[src/rtl/prbs_tx.sv]
// PRBS bit transmitter with burst control, ready/valid handshake and period marker.
// Optional error injection is enabled by defining PRBS_TX_ERR_INJ_EN.
module prbs_tx #(
   parameter int unsigned PRBS_TYPE     = 7,
   parameter logic [31:0] SEED          = 32'h0000_0001,
   parameter int unsigned BIT_CNT_WIDTH = 16
) (
   input  logic                     clk,
   input  logic                     rst,
   input  logic                     start,
   input  logic                     stop,
   input  logic [BIT_CNT_WIDTH-1:0] burst_len,
   input  logic                     err_inj,
   input  logic                     dout_rdy,
   output logic                     dout_vld,
   output logic                     dout,
   output logic                     busy,
   output logic                     done,
   output logic                     seq_start,
   output logic [BIT_CNT_WIDTH-1:0] tx_cnt
);

   typedef enum logic [0:0] {StIdle, StRun} state_e;

   // Feedback taps as a mask over the state; the next bit is the XOR of the selected bits.
   function automatic logic [31:0] tap_mask(int unsigned t);
      case (t)
         0:       tap_mask = 32'h0000_0005;
         1:       tap_mask = 32'h0000_0041;
         2:       tap_mask = 32'h0000_0110;
         3:       tap_mask = 32'h0000_0500;
         4:       tap_mask = 32'h0000_4001;
         5:       tap_mask = 32'h0001_0004;
         6:       tap_mask = 32'h0042_0000;
         default: tap_mask = 32'h8020_0003;
      endcase
   endfunction

   // Last value of the period counter before it wraps (sequence period minus one).
   function automatic logic [31:0] per_last(int unsigned t);
      case (t)
         0:       per_last = 32'd6;
         1:       per_last = 32'd126;
         2:       per_last = 32'd510;
         3:       per_last = 32'd2046;
         4:       per_last = 32'd32766;
         5:       per_last = 32'd131070;
         6:       per_last = 32'd8388606;
         default: per_last = 32'hFFFF_FFFE;
      endcase
   endfunction

   localparam logic [31:0] TapMask = tap_mask(PRBS_TYPE);
   localparam logic [31:0] PerLast = per_last(PRBS_TYPE);
   localparam logic [31:0] SeedEff = (SEED == 32'h0) ? 32'h1 : SEED;

   state_e                   state_q, state_d;
   logic [31:0]              sr_q, sr_d;
   logic [31:0]              per_q, per_d;
   logic [BIT_CNT_WIDTH-1:0] tx_cnt_q, tx_cnt_d;
   logic [BIT_CNT_WIDTH-1:0] len_q, len_d;
   logic [BIT_CNT_WIDTH-1:0] tx_cnt_inc;
   logic                     done_q, done_d;
   logic                     inj_q, inj_d;
   logic                     nb;
   logic                     xfer;
   logic                     burst_end;
   logic                     launch;

   // State register
   always_ff @(posedge clk or negedge rst) begin
      if (!rst) begin
         state_q <= StIdle;
      end else begin
         state_q <= state_d;
      end
   end

   // Next-state logic
   always_comb begin
      state_d = state_q;
      unique case (state_q)
         StIdle:  if (start && !stop) state_d = StRun;
         StRun:   if (stop || burst_end) state_d = StIdle;
         default: state_d = StIdle;
      endcase
   end

   // Output logic
   always_comb begin
      dout_vld = (state_q == StRun);
      busy     = (state_q == StRun);
   end

   always_comb begin
      nb         = ^(sr_q & TapMask);
      xfer       = dout_vld && dout_rdy;
      launch     = (state_q == StIdle) && start && !stop;
      tx_cnt_inc = tx_cnt_q + 1'b1;
      burst_end  = xfer && (len_q != '0) && (tx_cnt_inc == len_q);

      sr_d     = xfer ? {sr_q[30:0], nb} : sr_q;
      per_d    = per_q;
      if (xfer) per_d = (per_q == PerLast) ? 32'h0 : per_q + 32'h1;

      tx_cnt_d = tx_cnt_q;
      len_d    = len_q;
      if (launch) begin
         tx_cnt_d = '0;
         len_d    = burst_len;
      end else if (xfer) begin
         tx_cnt_d = tx_cnt_inc;
      end

      done_d = burst_end;
   end

`ifdef PRBS_TX_ERR_INJ_EN
   // A pending injection is consumed by the next transfer; repeat requests while pending merge.
   always_comb begin
      inj_d = inj_q ? !xfer : err_inj;
   end
`else
   logic unused_err_inj;
   assign unused_err_inj = err_inj;
   always_comb begin
      inj_d = 1'b0;
   end
`endif

   always_ff @(posedge clk or negedge rst) begin
      if (!rst) begin
         sr_q     <= SeedEff;
         per_q    <= 32'h0;
         tx_cnt_q <= '0;
         len_q    <= '0;
         done_q   <= 1'b0;
         inj_q    <= 1'b0;
      end else begin
         sr_q     <= sr_d;
         per_q    <= per_d;
         tx_cnt_q <= tx_cnt_d;
         len_q    <= len_d;
         done_q   <= done_d;
         inj_q    <= inj_d;
      end
   end

   assign dout      = dout_vld ? (nb ^ inj_q) : 1'b0;
   assign seq_start = dout_vld && (per_q == 32'h0);
   assign done      = done_q;
   assign tx_cnt    = tx_cnt_q;

endmodule

[config.mk]
export PLATFORM = sky130hd
export DESIGN_NAME = prbs_tx
export DESIGN_NICKNAME = d
export VERILOG_FILES = /design/src/rtl/prbs_tx.sv
export SDC_FILE = /design/constraint.sdc
export NUM_CORES = 1
export LEC_CHECK = 0
export CAP_MARGIN = 15
export CORE_MARGIN = 8
export CORE_UTILIZATION = 50
export CTS_BUF_LIST = sky130_fd_sc_hd__clkbuf_2 sky130_fd_sc_hd__clkbuf_4 sky130_fd_sc_hd__clkbuf_8
export DETAILED_ROUTE_END_ITERATION = 8
export GPL_ROUTABILITY_DRIVEN = 0
export PLACE_DENSITY = 0.78
export SLEW_MARGIN = 5
export SYNTH_ARGS = -nofsm -noshare
export SYNTH_HDL_FRONTEND = slang
export SYNTH_SLANG_ARGS = --single-unit
[constraint.sdc]
create_clock -name clk -period 5 [get_ports clk]
set_input_delay 1 -clock clk [delete_from_list [all_inputs] [get_ports clk]]
set_output_delay 1 -clock clk [all_outputs]
set_load 0.03 [all_outputs]
==> results.md <==
* Worst-path clk slew at ~0.090 ns
* Worst Setup End Kind: output port
* CP Launch Type: register
* Max Cap Viol at 0
* Fin util at 58.2%
* Synth Register Bits at 98
* HPWL after DPL at about 7.6 mm
* Setup TNS at 0 ns
* Status: complete, no violations
* Met2 Resource Use GR at 27.0%
* Fin crit share at about two thirds
* Root Buffer: clkbuf_8
* Grt total ovfl at 0
* Final Setup Violations at 0
* Slew Limit Fails at 0
* Yosys cell types at 53
* Mapped Nets at approximately 570
* Sink Count at 98
* Commonest cells after routing, fill and taps aside: nand2_1 (127), dfrtp_1 (97), nor2_1 (52)
* Post-synth ARST share at between 90% and 100%
* Final wirelength at ~11 mm
* Bufs and invs on worst path at 2
* Fraction of layout cells with a size suffix above 1 at under 10%
* # IOs at 43
* Pre-antenna DRT Iters at 5
* Post-synth EDFFs at 0
* Crit. Startpoint: per_q[0]
* Met3 Track Usage GR at approximately 4%
* Crit Path Category: register to output port
* DR DRC count at 0
* Final Hold Vio Count at 0
* Port Buf Inserts at roughly 40
* R2R depth at 5
* Commonest non-fill, non-tap cell in the layout: nand2_1
* Max Buffers Root-to-Sink at 2
* First-pass GRT wire length at 18.4 mm
* WHS Path Cells at 2
* RSZ-0062 raised after global routing: no
* Pre-CTS WS at between 1.5 and 2 ns
* Worst reg2reg setup slack at 2.43 ns
* Most common flop cell mapped by yosys: dfrtp_1
* Reg2reg start: per_q[12]
* Average size of a mapped cell at 9.31 µm²
* FF-to-FF End: per_q[25]
* Max Freq at ~300 MHz
* Final setup margin at approximately 1.6 ns
* Worst-skew pair later-pin latency at roughly 0.36 ns
* Mapped Cells at 539
* Static Leak at 2.53 nW
* Hold Startpoint: sr_q[20]
* DRT iter0 DRCs at 258
* Vias per cell at between 5 and 6
* Rows at 36
* Via count at roughly 4000
* Layout area overhead at 13.5%
* Vias in the first global route at 3821
* Final Skew at about 0.015 ns
* Family with the most delay on the worst path: buffers and inverters
* GRT Util Overall at ~17%
* Worst path arrival time at 2.43 ns
* Hold Path Class: register to register
* N_diodes at 0
* Worst Hold End: sr_q[21]
* DIE WIDTH at approximately 120 µm
* Final layout net count at 595
* Core Area at between 9000 and 10000 µm²
* Peak supply drop at between 0.15 and 0.2 mV
* CTS tree: done
* Total clock buffers created by CTS at 9
* Post-cts resize count at 0
* Tmin final at ~3.4 ns
* Grt peak-use layer: met2
* Warnings from Yosys at 0
* Worst endpoint required time at roughly 4.0 ns
* Initial antenna violation count at 0
* Crit path cell chain: inv_1, ha_1, nor4b_1, nand4_1, nor2_1, clkdlybuf4s50_1
* Antenna viol nets, final at 0
* PwrDens at 295 nW/µm²
* Met1 usage at between 20% and 30%
* Initial Util at approximately half
* CP peak stage delay at 0.68 ns
* Synthesized cell area at 5020 µm²
* Hold-fix buffers, CTS at 0
* Sequential area share after synthesis at 48.9%
* CP max-delay cell: clkdlybuf4s50_1
* Slew HR at 35.9%
* Postcts setup bufs at 0
* Largest net degree at the start of global routing at 60
* Die area at 13500 µm²
* CP max FO at 7
* Die height at 116 µm
* Worst Tran Pin Value at between 0.9 and 1 ns
* CTS H-tree depth at 3
* Routed wire per std cell at 15.0 µm
## state kept, by name (all words and copies together) (netlist names)
| name | cells |
|---|---|
| tx_cnt | 16 |
| done | 1 |
| len_q | 16 |
| sr_q | 32 |
| busy | 1 |
| per_q | 32 |
## worst reg2reg max path, cell delays in order (launching register included)
cell	delay (ns)
dfrtp_1	0.49
nand3_2	0.17
or3_4	0.45
nor4_2	0.32
and2_1	0.76
o21ai_0	0.22
## area by class of cell
class,count,area (µm²)
Fill cell,858,4080
Sequential cell,98,2450
Multi-Input combinational cell,409,2410
Timing Repair Buffer,45,438
Tap cell,133,166
Clock buffer,11,145
Clock inverter,5,60.1
Inverter,6,22.5
## logic make-up after synthesis
kind of cell             synth area share [%]
flip-flops                               48.9
multiplexers                             4.04
XOR/XNOR                                 8.38
adder cells (fa/ha/maj)                 0.998
AO/OA/AOI/OAI                            7.01
AND/OR/NAND/NOR                          27.6
buffers and inverters                    3.09
## per-layer routing
metal  share of wire (%)  up-vias
li1                    -     1911
met1                  46     1923
met2                  47      122
met3                 5.6        6
met4                0.63        0
met5                   0        -
## Yosys cell counts (2+ instances only)
cell type  number  area, µm²
o21ai_1         2       10.0
ha_1            4       50.1
o31ai_1         6       45.0
nand4_1        16        100
xnor2_1        24        210
o21ai_0        30        150
or3_1           4       25.0
nor2_1         52        195
a21oi_1         9       45.0
nand3_1        22        110
nor3b_1         3       22.5
inv_1           6       22.5
buf_2           6       30.0
mux2_2         17        191
dfrtp_1        97       2430
nor4_2          2       25.0
and2_1          4       25.0
buf_6           3       33.8
and3_1          5       31.3
nor3_1          6       30.0
and4_1          9       78.8
nor4b_1         3       26.3
xor2_1         24        210
nor4_1         13       81.3
clkbuf_1       11       41.3
a31oi_1         4       25.0
buf_1           4       15.0
nand3_2         2       20.0
nand2_1       127        477
## worst max-delay path by stage
| stage | end | cells past startpoint | slack, ns |
|---|---|---|---|
| after global placement | tx_cnt[3] | 6 | 1.93 |
| after CTS | seq_start | 6 | 1.57 |
| after detailed placement | tx_cnt[3] | 6 | 1.79 |
| final | seq_start | 6 | 1.57 |
| after global routing | seq_start | 6 | 1.38 |
| after floorplan | seq_start | 3 | 2.60 |
## power by group
part	leakage (nW)	total, mW	internal [mW]	switching [mW]
clock network	0.104	0.524	0.254	0.271
logic	1.11	0.234	0.110	0.124
registers	1.31	0.920	0.842	0.0774
## through the flow
step | std cells | area (µm²) | hold slack [ns] | power (mW)
finish | 707 | 5690 | 0.475 | 1.68
global placement | 691 | 5490 | 0.447 | 1.16
CTS | 707 | 5690 | 0.475 | 1.70
floorplan | 539 | 5020 | 0.439 | 1.07
global route | 707 | 5690 | 0.492 | 1.76
detailed placement | 691 | 5490 | 0.447 | 1.17
Note: power is estimated with default switching activity, not from simulation.
